## src/rtl/sync_fifo_flags.sv

```systemverilog
// Single-clock parametrised FIFO with almost-full/almost-empty thresholds, occupancy count
// and sticky overflow/underflow flags. Define FIFO_FWFT_EN for first-word fall-through reads.
module sync_fifo_flags #(
    parameter int DATA_WIDTH = 8,
    parameter int DEPTH      = 16,
    parameter int AF_THRESH  = DEPTH - 2,
    parameter int AE_THRESH  = 2
) (
    input  logic                     clk,
    input  logic                     rst,
    input  logic                     wr_en,
    input  logic [DATA_WIDTH-1:0]    data_in,
    input  logic                     rd_en,
    output logic [DATA_WIDTH-1:0]    data_out,
    output logic                     full,
    output logic                     empty,
    output logic                     almost_full,
    output logic                     almost_empty,
    output logic [$clog2(DEPTH):0]   fill_count,
    output logic                     overflow,
    output logic                     underflow
);

    localparam int ADDR_W = $clog2(DEPTH);
    localparam int CNT_W  = ADDR_W + 1;

    localparam logic [CNT_W-1:0] FULL_CNT = CNT_W'(DEPTH);
    localparam logic [CNT_W-1:0] AF_CNT   = CNT_W'(AF_THRESH);
    localparam logic [CNT_W-1:0] AE_CNT   = CNT_W'(AE_THRESH);

    // Reject illegal configurations at elaboration rather than misbehaving silently.
    if (DEPTH < 4 || (DEPTH & (DEPTH - 1)) != 0) begin : g_bad_depth
        $error("sync_fifo_flags: DEPTH must be a power of two and at least 4");
    end
    if (AF_THRESH < 1 || AF_THRESH > DEPTH) begin : g_bad_af
        $error("sync_fifo_flags: AF_THRESH must lie in 1..DEPTH");
    end
    if (AE_THRESH < 0 || AE_THRESH > DEPTH - 1) begin : g_bad_ae
        $error("sync_fifo_flags: AE_THRESH must lie in 0..DEPTH-1");
    end

    logic [DATA_WIDTH-1:0] mem [DEPTH];

    logic [ADDR_W-1:0] wr_ptr_q, wr_ptr_d;
    logic [ADDR_W-1:0] rd_ptr_q, rd_ptr_d;
    logic [CNT_W-1:0]  count_q,  count_d;
    logic              overflow_q,  overflow_d;
    logic              underflow_q, underflow_d;

    logic wr_ok;
    logic rd_ok;

    // Status flags come only from the registered count, so no input reaches them combinationally.
    assign full         = (count_q == FULL_CNT);
    assign empty        = (count_q == '0);
    assign almost_full  = (count_q >= AF_CNT);
    assign almost_empty = (count_q <= AE_CNT);
    assign fill_count   = count_q;
    assign overflow     = overflow_q;
    assign underflow    = underflow_q;

    assign wr_ok = wr_en && !full;
    assign rd_ok = rd_en && !empty;

    // NOTE: combinational blocks use blocking assignments and default every output first,
    // so no path through the block can leave a signal unassigned and infer a latch.
    always_comb begin
        wr_ptr_d    = wr_ptr_q;
        rd_ptr_d    = rd_ptr_q;
        count_d     = count_q;
        overflow_d  = overflow_q  | (wr_en && full);
        underflow_d = underflow_q | (rd_en && empty);

        if (wr_ok) begin
            wr_ptr_d = wr_ptr_q + ADDR_W'(1);
        end
        if (rd_ok) begin
            rd_ptr_d = rd_ptr_q + ADDR_W'(1);
        end

        unique case ({wr_ok, rd_ok})
            2'b10:   count_d = count_q + CNT_W'(1);
            2'b01:   count_d = count_q - CNT_W'(1);
            default: count_d = count_q;
        endcase
    end

    // NOTE: clocked state uses non-blocking assignments so every register samples pre-edge values.
    always_ff @(posedge clk or posedge rst) begin
        if (rst) begin
            wr_ptr_q    <= '0;
            rd_ptr_q    <= '0;
            count_q     <= '0;
            overflow_q  <= 1'b0;
            underflow_q <= 1'b0;
        end else begin
            wr_ptr_q    <= wr_ptr_d;
            rd_ptr_q    <= rd_ptr_d;
            count_q     <= count_d;
            overflow_q  <= overflow_d;
            underflow_q <= underflow_d;
        end
    end

    // NOTE: the storage array has no reset; stale words are unreachable once the pointers clear,
    // and leaving it out lets the array map onto RAM.
    always_ff @(posedge clk) begin
        if (wr_ok) begin
            mem[wr_ptr_q] <= data_in;
        end
    end

`ifdef FIFO_FWFT_EN
    // Head word is always presented; rd_en only acknowledges and advances the read pointer.
    assign data_out = mem[rd_ptr_q];
`else
    logic [DATA_WIDTH-1:0] data_out_q, data_out_d;

    always_comb begin
        data_out_d = data_out_q;
        if (rd_ok) begin
            data_out_d = mem[rd_ptr_q];
        end
    end

    always_ff @(posedge clk or posedge rst) begin
        if (rst) begin
            data_out_q <= '0;
        end else begin
            data_out_q <= data_out_d;
        end
    end

    assign data_out = data_out_q;
`endif

endmodule

```

## config.mk

```make
export PLATFORM = sky130hd
export DESIGN_NAME = sync_fifo_flags
export DESIGN_NICKNAME = d
export VERILOG_FILES = /design/src/rtl/sync_fifo_flags.sv
export SDC_FILE = /design/constraint.sdc
export NUM_CORES = 1
export LEC_CHECK = 0
export ABC_AREA = 1
export CAP_MARGIN = 10
export CORE_ASPECT_RATIO = 1.25
export CORE_MARGIN = 5
export CORE_UTILIZATION = 46
export CTS_CLUSTER_SIZE = 24
export DETAILED_ROUTE_END_ITERATION = 16
export DONT_BUFFER_PORTS = 1
export GPL_TIMING_DRIVEN = 0
export PLACE_DENSITY_LB_ADDON = 0.08
export SYNTH_ARGS = -nofsm -noshare
export SYNTH_HDL_FRONTEND = slang
export SYNTH_SLANG_ARGS = --single-unit
export TNS_END_PERCENT = 10
```

## constraint.sdc

```tcl
create_clock -name clk -period 2.55 [get_ports clk]
set_input_delay 0.3825 -clock clk [delete_from_list [all_inputs] [get_ports clk]]
set_output_delay 0.3825 -clock clk [all_outputs]
set_load 0.02 [all_outputs]
```

==> results of run 1 <==
worst max path at each step:
stage	start	to	slack [ps]
CTS	fill_count[1]$_DFFE_PP0P_	fill_count[4]$_DFFE_PP0P_	70
global placement	fill_count[1]$_DFFE_PP0P_	fill_count[4]$_DFFE_PP0P_	-30
detailed placement	fill_count[1]$_DFFE_PP0P_	fill_count[4]$_DFFE_PP0P_	-40
finish	fill_count[1]$_DFFE_PP0P_	fill_count[4]$_DFFE_PP0P_	160
floorplan	fill_count[1]$_DFFE_PP0P_	fill_count[4]$_DFFE_PP0P_	270
global route	fill_count[1]$_DFFE_PP0P_	fill_count[4]$_DFFE_PP0P_	-9
registers in the layout (all words and copies together) (netlist names):
signal,count
data_out,8
fill_count,5
mem,128
overflow,1
rd_ptr_q,4
underflow,1
wr_ptr_q,4
cell families (layout without fill, tap and decap cells):
family / count (synthesis) / in the layout / synth area share
simple gates: 347 / 347 / 0.2146
fa+ha+maj: 9 / 9 / 0.01667
xor+xnor: 10 / 10 / 0.01296
buf+inv: 147 / 180 / 0.09074
flops: 151 / 151 / 0.6541
compound gates: 12 / 12 / 0.01092
per-stage QoR:
stage / worst slack (ps) / power, mW
global route: -8.997 / 9.181
CTS: 68.37 / 8.660
finish: 156.0 / 8.628
floorplan: 269.1 / 5.471
detailed placement: -36.69 / 6.332
global placement: -34.46 / 6.290
where the power goes:
part	total, mW	internal, mW	leakage, nW	switching (mW)
Sequential	3.45	3.07	1.43	0.378
Clock	2.31	1.33	0.262	0.979
Combinational	2.87	0.905	1.68	1.96
Total	8.63	5.31	3.37	3.32
worst max-delay path, stage by stage (launching register included):
cell and delay (ps):
sky130_fd_sc_hd__dfrtp_2 500, sky130_fd_sc_hd__nor2_2 170, sky130_fd_sc_hd__nand4_2 140, sky130_fd_sc_hd__nand2_4 130, sky130_fd_sc_hd__inv_2 60, sky130_fd_sc_hd__buf_6 150
sky130_fd_sc_hd__ha_2 220, sky130_fd_sc_hd__xor2_1 210, sky130_fd_sc_hd__ha_1 190, sky130_fd_sc_hd__inv_1 40, sky130_fd_sc_hd__nand2_1 90, sky130_fd_sc_hd__nand3_1 80
sky130_fd_sc_hd__nand2_1 80, sky130_fd_sc_hd__xor2_1 140, sky130_fd_sc_hd__nand2_1 60, sky130_fd_sc_hd__nand2_1 60
final cells by class:
type / instances / area share
multi-input combinational: 378 / 0.2297
tap: 178 / 0.02952
clock buffer: 19 / 0.05739
sequential: 151 / 0.5867
clock inverter: 13 / 0.01443
timing repair buffer: 1 / 0.0009952
buffer: 26 / 0.02106
inverter: 121 / 0.06021
Yosys cell counts, types with 3 or more instances:
master / n / area [µm²]
sky130_fd_sc_hd__xor2_1: 9 / 78.83
sky130_fd_sc_hd__edfxtp_1: 128 / 3844
sky130_fd_sc_hd__o21ai_0: 5 / 25.02
sky130_fd_sc_hd__ha_1: 9 / 112.6
sky130_fd_sc_hd__nand2_1: 223 / 837.1
sky130_fd_sc_hd__dfrtp_1: 23 / 575.6
sky130_fd_sc_hd__buf_4: 7 / 52.55
sky130_fd_sc_hd__inv_1: 116 / 435.4
sky130_fd_sc_hd__buf_2: 16 / 80.08
sky130_fd_sc_hd__nor2_1: 18 / 67.56
sky130_fd_sc_hd__inv_2: 3 / 11.26
sky130_fd_sc_hd__nand3_1: 103 / 515.5
routing by layer:
layer,track usage,up-vias,part of all wire,routed length (µm)
li1,-,2199,-,-
met1,0.2399,2171,0.41,6482
met2,0.3167,140,0.51,8117
met3,0.04899,30,0.064,1029
met4,0.07147,0,0.023,369
met5,0,-,0,0
repair_timing:
action	in CTS	in global routing
endpoints found under the setup margin	1	10
setup buffers	1	0
gates resized for setup	4	4
pin swaps	1	0
==> flow_metrics.py, run 1 <==
metrics = {
    "placement": {
        "detailedPlacementHpwl_mm": 10.79,
        "io_buffers": 0,
        "placedCellCount": 854,
        "post_placement_cell_area_um2": 6980,
        "place_congestion": 0.8479,
    },
    "floorplan": {
        "placeableCoreArea_um2": 14410,
        "fp.dieW_um": 118.4,
        "io_pins": 31,
        "die_area_um2": 17230,
        "floorplan.die.height_um": 145.5,
        "start_util": 0.4690,
        "std_cell_rows": 49,
    },
    "timing": {
        "hold_slack_ps": 51.89,
        "final_worst_path_period_share": 0.9388,
        "worst_slew_pin_slew_ps": 1084,
        "final_setup_tns_ps": 0,
        "final_hold_violations": 0,
        "slew_headroom": 0.2757,
        "max_freq_mhz": 417.7,
        "maxSlewViolCount": 0,
        "fin_worst_skew_ps": 12.26,
        "finalCriticalPeriod_ps": 2394,
        "report.final.setup_viol": 0,
    },
    "cells_and_area": {
        "most-common-layout-cells": "223 x sky130_fd_sc_hd__nand2_1, 128 x sky130_fd_sc_hd__edfxtp_1, 116 x sky130_fd_sc_hd__inv_1",
        "most_common_cell_after_layout_fill_and_taps_aside": "sky130_fd_sc_hd__nand2_1",
        "final_cell_count_no_fill": 887,
        "layout.core_utilization": 0.5236,
        "antenna_cells": 0,
        "sequential_cell_area_um2": 4425,
        "drive_gt1_frac": 0.09732,
        "area_taken_by_multi_input_logic_gates_um2": 1733,
        "fillerInstances": 1272,
        "design.final.nets": 717,
        "flow.area_growth_from_synthesis_pct": 11.65,
        "postLayoutCellArea_um2": 7543,
    },
    "clock_tree": {
        "clockRootBuffer": "sky130_fd_sc_hd__clkbuf_16",
        "cts-hold-fix-buffers": 0,
        "cts_buffers": 17,
        "cts.sinks": 151,
        "cts_tree": "yes",
        "htreeDepth": 4,
        "max-clock-path-buffers": 2,
        "worst_skew_late_latency_ps": 420,
        "clk_transition_reported_paths_ps": 60,
    },
    "worst_setup_path": {
        "worstPathMaxFanout": 11,
        "reg2regPathDepth": 15,
        "worst_setup_path_start_kind": "register",
        "worst-endpoint-required_ps": 2910,
        "critPathCaptureType": "register",
        "worst_r2r_endpoint": "fill_count[4]$_DFFE_PP0P_",
        "critPathKind": "reg2reg",
        "setup.reg_to_reg.worst_slack_ps": 160,
        "reg_to_reg_start": "fill_count[1]$_DFFE_PP0P_",
        "critical_path_data_arrival_time_ps": 2750,
    },
    "min_path": {
        "hold_class": "in2reg",
        "worst_hold_path.num_cells": 0,
        "timing.hold.worst_endpoint": "mem[0][3]$_DFFE_PP_",
        "hold_path_startpoint": "data_in[3]",
    },
    "synth": {
        "synth_cell_types": 25,
        "ys.warnings.count": 0,
        "synth-seq-area-share": 0.6541,
        "synth_nets": 697,
        "post_synth_inst_count": 676,
        "syn_area_per_cell_um2": 9.995,
        "synth-main-ff-cell": "sky130_fd_sc_hd__edfxtp_1",
        "asyncSetResetFlopFracSynth": 0.1523,
        "netlist_area_um2": 6756,
        "synth_edf_count": 128,
        "synth.ff_latch_count": 151,
    },
    "route": {
        "postRouteWirelength_mm": 16.00,
        "drt_pass1_iterations": 6,
        "antenna_violating_nets_post_route": 0,
        "drt_first_iter_violations": 324,
        "detailroute.via_count": 4540,
        "wl_per_cell_um": 18.04,
        "number_of_vias_per_cell_after_detailed_routing": 5.118,
        "drc_errors": 0,
    },
    "global_routing": {
        "overflow": 0,
        "antenna_found_initial": 0,
        "first_global_vias": 4301,
        "grt_usage": 0.1905,
        "grt_first_pass_wirelength_mm": 24.73,
        "grt_max_degree": 24,
    },
    "pwr": {
        "leakage_power_figure_nw": 3.373,
        "power_density_nw_per_um2": 1144,
        "vdd.ir_drop.worst_mv": 0.6024,
    },
    "flow_run": {
        "cap_viol_max_count": 0,
    },
    "status": {
        "outcome": "finished, final reports clean",
    },
}
Note: power is estimated with default switching activity, not from simulation.
==> run 2: changes to the inputs <==
--- a/config.mk
+++ b/config.mk
@@ -13,6 +13,7 @@
 export CTS_CLUSTER_SIZE = 24
 export DETAILED_ROUTE_END_ITERATION = 16
 export DONT_BUFFER_PORTS = 1
+export GPL_ROUTABILITY_DRIVEN = 0
 export GPL_TIMING_DRIVEN = 0
 export PLACE_DENSITY_LB_ADDON = 0.08
 export SYNTH_ARGS = -nofsm -noshare
==> flow_metrics.py, run 2 (synthesis gave the netlist of run 1 again) <==
metrics = {
    "status": {
        "outcome": "finished, final reports clean",
    },
    "timing": {
        "finalCriticalPeriod_ps": 2373,
        "max_freq_mhz": 421.4,
        "maxSlewViolCount": 0,
        "report.final.setup_viol": 0,
        "final_hold_violations": 0,
        "final_worst_path_period_share": 0.9305,
        "worst_slew_pin_slew_ps": 1046,
        "post-route-worst-setup-slack_ps": 177.1,
        "slew_headroom": 0.3011,
        "fin_worst_skew_ps": 6.029,
        "grt_setup_unrepaired": "false",
    },
    "global_routing": {
        "grt_first_pass_wirelength_mm": 24.69,
        "overflow": 0,
        "antenna_found_initial": 0,
        "grt_usage": 0.1919,
        "first_global_vias": 4456,
        "grt_max_degree": 24,
    },
    "pwr": {
        "power_mw": 9.077,
        "vdd.ir_drop.worst_mv": 0.7312,
        "leakage_power_figure_nw": 3.423,
        "power_density_nw_per_um2": 1184,
    },
    "cells_and_area": {
        "drive_gt1_frac": 0.09873,
        "largest_register_ff_count": 128,
        "antenna_cells": 0,
        "area_taken_by_multi_input_logic_gates_um2": 1747,
        "flow.area_growth_from_synthesis_pct": 13.48,
        "most_common_cell_after_layout_fill_and_taps_aside": "sky130_fd_sc_hd__nand2_1",
        "postLayoutCellArea_um2": 7667,
        "sequential_cell_area_um2": 4425,
        "fillerInstances": 1224,
        "top_register": "mem",
        "design.final.nets": 717,
        "most-common-layout-cells": "223 x sky130_fd_sc_hd__nand2_1, 128 x sky130_fd_sc_hd__edfxtp_1, 116 x sky130_fd_sc_hd__inv_1",
    },
    "route": {
        "wl_per_cell_um": 17.96,
        "drc_errors": 0,
        "number_of_vias_per_cell_after_detailed_routing": 5.090,
        "drt_pass1_iterations": 6,
        "antenna_violating_nets_post_route": 0,
        "drt_first_iter_violations": 275,
        "detailroute.via_count": 4515,
        "postRouteWirelength_mm": 15.93,
    },
    "floorplan": {
        "placeableCoreArea_um2": 14410,
        "start_util": 0.4690,
        "die_area_um2": 17230,
        "io_pins": 31,
        "fp.dieW_um": 118.4,
        "std_cell_rows": 49,
        "floorplan.die.height_um": 145.5,
    },
    "clock_tree": {
        "cts.sinks": 151,
        "max-clock-path-buffers": 2,
        "cts-hold-fix-buffers": 0,
        "worst_skew_late_latency_ps": 420,
        "cts_tree": "yes",
        "htreeDepth": 4,
        "cts_buffers": 17,
        "clockRootBuffer": "sky130_fd_sc_hd__clkbuf_16",
        "clk_transition_reported_paths_ps": 60,
    },
    "worst_setup_path": {
        "critPathCaptureType": "register",
        "worst_setup_path_start_kind": "register",
        "worst_r2r_endpoint": "fill_count[4]$_DFFE_PP0P_",
        "setup.reg_to_reg.worst_slack_ps": 180,
        "reg2regPathDepth": 14,
        "critPathKind": "reg2reg",
        "critical_path_data_arrival_time_ps": 2740,
        "worstPathMaxFanout": 11,
        "worst-endpoint-required_ps": 2910,
        "timing.critical_path.from": "fill_count[1]$_DFFE_PP0P_",
        "reg_to_reg_start": "fill_count[1]$_DFFE_PP0P_",
    },
    "min_path": {
        "worst_hold_path.num_cells": 0,
        "hold_path_startpoint": "data_in[2]",
        "hold_class": "in2reg",
        "timing.hold.worst_endpoint": "mem[15][2]$_DFFE_PP_",
    },
    "placement": {
        "detailedPlacementHpwl_mm": 10.90,
        "post_placement_cell_area_um2": 6980,
        "place_worst_setup_slack_ps": -54.35,
        "io_buffers": 0,
    },
    "flow_run": {
        "cap_viol_max_count": 0,
    },
}
[run 2: changes by cell type in the layout (fill, tap and decap cells not counted), moves of 2 or more]
cell,before,now
sky130_fd_sc_hd__clkbuf_1,3,1
sky130_fd_sc_hd__clkinv_2,6,1
sky130_fd_sc_hd__bufinv_16,1,5
sky130_fd_sc_hd__inv_6,0,2
[run 2: worst max-delay path by stage]
| stage | cells past startpoint | to |
|---|---|---|
| finish | 14 | fill_count[4]$_DFFE_PP0P_ |
| detailed placement | 15 | fill_count[4]$_DFFE_PP0P_ |
| global placement | 15 | fill_count[4]$_DFFE_PP0P_ |
| global route | 14 | fill_count[4]$_DFFE_PP0P_ |
| floorplan | 15 | fill_count[4]$_DFFE_PP0P_ |
| CTS | 14 | fill_count[4]$_DFFE_PP0P_ |
[run 2: timing repair]
action	CTS	global route
buffers inserted	1	0
setup endpoints to repair	1	22
pin swaps	1	0
endpoints found under the hold margin	0	0
resized for setup	3	6
[run 2: final cells by class]
type                            instances  share of cell area
Sequential cell                       151              0.5772
Multi-Input combinational cell        378              0.2278
Buffer                                 26             0.02072
Timing Repair Buffer                    1           0.0009791
Inverter                              121             0.05924
Clock inverter                         15             0.02954
Clock buffer                           17             0.05548
Tap cell                              178             0.02905
[run 2: where the power goes]
part / switching (mW) / leakage (nW) / internal, mW
Sequential: 0.375 / 1.43 / 3.07
Combinational: 1.96 / 1.68 / 0.913
Clock: 1.01 / 0.311 / 1.74
Total: 3.35 / 3.42 / 5.73
[run 2: worst max-delay path, cell delays in order, from the launching register on]
cell and delay (ps):
sky130_fd_sc_hd__dfrtp_2 500, sky130_fd_sc_hd__nor2_2 200, sky130_fd_sc_hd__nand4_4 120, sky130_fd_sc_hd__nand2_4 120, sky130_fd_sc_hd__inv_2 60, sky130_fd_sc_hd__buf_6 150
sky130_fd_sc_hd__ha_2 220, sky130_fd_sc_hd__ha_1 330, sky130_fd_sc_hd__inv_1 60, sky130_fd_sc_hd__o21bai_1 130, sky130_fd_sc_hd__inv_1 60, sky130_fd_sc_hd__nand2_1 80
sky130_fd_sc_hd__xor2_1 140, sky130_fd_sc_hd__nand2_1 60, sky130_fd_sc_hd__nand2_1 60
[run 2: stage by stage]
step | util | setup TNS [ps] | hold slack [ps] | std cells
floorplan | - | 0 | 384.4 | 676
detailed placement | 0.4845 | -54.35 | 482.8 | 854
CTS | 0.5305 | 0 | 34.67 | 887
global placement | 0.4844 | -32.09 | 482.7 | 854
global route | 0.5322 | 0 | 33.32 | 887
finish | 0.5322 | 0 | 49.83 | 887
[run 2: routing by layer]
| layer | part of all wire | track usage | up-vias |
|---|---|---|---|
| met1 | 0.42 | 0.2285 | 2164 |
| met2 | 0.51 | 0.3263 | 121 |
| met3 | 0.050 | 0.04782 | 29 |
| met4 | 0.027 | 0.08905 | 0 |
| li1 | - | - | 2201 |
| met5 | 0 | 0 | - |
==> run 3: changes to the inputs <==
--- a/config.mk
+++ b/config.mk
@@ -16,6 +16,7 @@
 export GPL_ROUTABILITY_DRIVEN = 0
 export GPL_TIMING_DRIVEN = 0
 export PLACE_DENSITY_LB_ADDON = 0.08
+export REMOVE_ABC_BUFFERS = 1
 export SYNTH_ARGS = -nofsm -noshare
 export SYNTH_HDL_FRONTEND = slang
 export SYNTH_SLANG_ARGS = --single-unit
==> flow_metrics.py, run 3 (synthesis gave the netlist of run 1 again) <==
metrics = {
    "status": {
        "outcome": "finished, final reports clean",
    },
    "cells_and_area": {
        "drive_gt1_frac": 0.07726,
        "area_taken_by_multi_input_logic_gates_um2": 1738,
        "layout.core_utilization": 0.5257,
        "fillerInstances": 1278,
        "postLayoutCellArea_um2": 7575,
        "sequential_cell_area_um2": 4427,
        "most-common-layout-cells": "222 x sky130_fd_sc_hd__nand2_1, 128 x sky130_fd_sc_hd__edfxtp_1, 116 x sky130_fd_sc_hd__inv_1",
        "largest_register_ff_count": 128,
        "antenna_cells": 0,
        "flow.area_growth_from_synthesis_pct": 12.11,
        "top_register": "mem",
        "most_common_cell_after_layout_fill_and_taps_aside": "sky130_fd_sc_hd__nand2_1",
        "design.final.nets": 694,
    },
    "clock_tree": {
        "cts_buffers": 17,
        "max-clock-path-buffers": 2,
        "cts-hold-fix-buffers": 0,
        "clk_transition_reported_paths_ps": 70,
        "htreeDepth": 4,
        "clockRootBuffer": "sky130_fd_sc_hd__clkbuf_16",
        "worst_skew_late_latency_ps": 420,
        "cts.sinks": 151,
        "cts_tree": "yes",
    },
    "worst_setup_path": {
        "critPathKind": "reg2reg",
        "worstPathMaxFanout": 18,
        "worst-endpoint-required_ps": 2910,
        "critical_path_data_arrival_time_ps": 2780,
        "path_common_cell": "sky130_fd_sc_hd__nand2_1",
        "worst_setup_path_start_kind": "register",
        "worst_path_largest_cell_delay_ps": 900,
        "timing.critical_path.from": "rd_ptr_q[2]$_DFFE_PP0P_",
        "reg2regPathDepth": 6,
        "critical_path_cell_count": 6,
        "critPathCaptureType": "register",
        "worst_r2r_endpoint": "data_out[7]$_DFFE_PP0P_",
        "critical_path_s_slowest_cell": "sky130_fd_sc_hd__dfrtp_1",
        "worstPathBufferInverterCount": 1,
        "critical-path-top-delay-family": "flip-flops",
        "critical_path.cell_chain": "clkinvlp_4, nand3_1, nand3_1, nand2_1, nand2_1, nand2_1",
        "timing.critical_path.to": "data_out[7]$_DFFE_PP0P_",
        "setup.reg_to_reg.worst_slack_ps": 130,
        "reg_to_reg_start": "rd_ptr_q[2]$_DFFE_PP0P_",
    },
    "floorplan": {
        "start_util": 0.4690,
        "placeableCoreArea_um2": 14410,
        "die_area_um2": 17230,
        "fp.dieW_um": 118.4,
        "floorplan.die.height_um": 145.5,
        "io_pins": 31,
        "std_cell_rows": 49,
    },
    "global_routing": {
        "grt_first_pass_wirelength_mm": 23.27,
        "overflow": 0,
        "grt_usage": 0.1768,
        "antenna_found_initial": 0,
        "grt_max_degree": 66,
        "first_global_vias": 4303,
    },
    "timing": {
        "worst_slew_pin_slew_ps": 1071,
        "max_freq_mhz": 413.0,
        "final_setup_tns_ps": 0,
        "report.final.setup_viol": 0,
        "finalCriticalPeriod_ps": 2421,
        "final_hold_violations": 0,
        "final_worst_path_period_share": 0.9496,
        "hold_slack_ps": 55.27,
        "post-route-worst-setup-slack_ps": 128.6,
        "maxSlewViolCount": 0,
        "fin_worst_skew_ps": 9.851,
        "slew_headroom": 0.2839,
        "grt_setup_unrepaired": "true",
    },
    "route": {
        "drt_pass1_iterations": 5,
        "drc_errors": 0,
        "wl_per_cell_um": 17.22,
        "postRouteWirelength_mm": 14.88,
        "drt_first_iter_violations": 275,
        "number_of_vias_per_cell_after_detailed_routing": 5.133,
        "detailroute.via_count": 4435,
        "antenna_violating_nets_post_route": 0,
    },
    "pwr": {
        "vdd.ir_drop.worst_mv": 0.8395,
        "leakage_power_figure_nw": 3.341,
        "power_density_nw_per_um2": 1182,
    },
    "min_path": {
        "hold_class": "in2reg",
    },
    "placement": {
        "place_worst_setup_slack_ps": -99.76,
        "io_buffers": 0,
        "post_placement_cell_area_um2": 6870,
        "detailedPlacementHpwl_mm": 9.358,
    },
    "flow_run": {
        "cap_viol_max_count": 0,
    },
}
==> run 3: metrics by stage <==
stage / instances / power [mW]
2_1_floorplan: 650 / 5.269
3_3_place_gp: 828 / 6.057
3_5_place_dp: 830 / 6.201
4_1_cts: 862 / 8.977
5_1_grt: 864 / 9.476
6_report: 864 / 8.950
==> run 3: layout make-up <==
class                      count  share of cell area
tap                          178             0.02940
clock inverter                14             0.02940
timing repair buffer           4            0.008259
clock buffer                  18             0.05798
inverter                     121             0.06112
sequential                   151              0.5844
multi-input combinational    378              0.2294
==> run 3: routing by layer <==
metal / GRT usage / vias to the layer above / wire length [µm]
met2: 0.2900 / 113 / 7439
met3: 0.03694 / 31 / 566
met5: 0 / - / 0
li1: - / 2157 / -
met1: 0.2227 / 2134 / 6393
met4: 0.08735 / 0 / 478
==> run 3: where the power goes <==
group          switching, mW  internal [mW]  total [mW]  leakage [nW]
clock network           1.01           1.77        2.78         0.317
logic                   1.74          0.809        2.55          1.60
registers              0.556           3.07        3.63          1.43
total                   3.30           5.65        8.95          3.34
==> run 3: repair_timing <==
| item | CTS | global route |
|---|---|---|
| pin swaps | 0 | 1 |
| endpoints found under the setup margin | 48 | 41 |
| resized for setup | 7 | 7 |
| buffers inserted | 0 | 2 |
==> run 3: how the worst min path moves through the flow <==
stage | slack (ps) | start | end | cells after the start
2_1_floorplan | 380 | rst | data_out[0]$_DFFE_PP0P_ | 1
3_3_place_gp | 480 | data_in[7] | mem[8][7]$_DFFE_PP_ | 0
3_5_place_dp | 480 | data_in[7] | mem[8][7]$_DFFE_PP_ | 0
4_1_cts | 40 | data_in[5] | mem[5][5]$_DFFE_PP_ | 0
5_1_grt | 40 | data_in[5] | mem[5][5]$_DFFE_PP_ | 0
6_report | 60 | data_in[5] | mem[5][5]$_DFFE_PP_ | 0
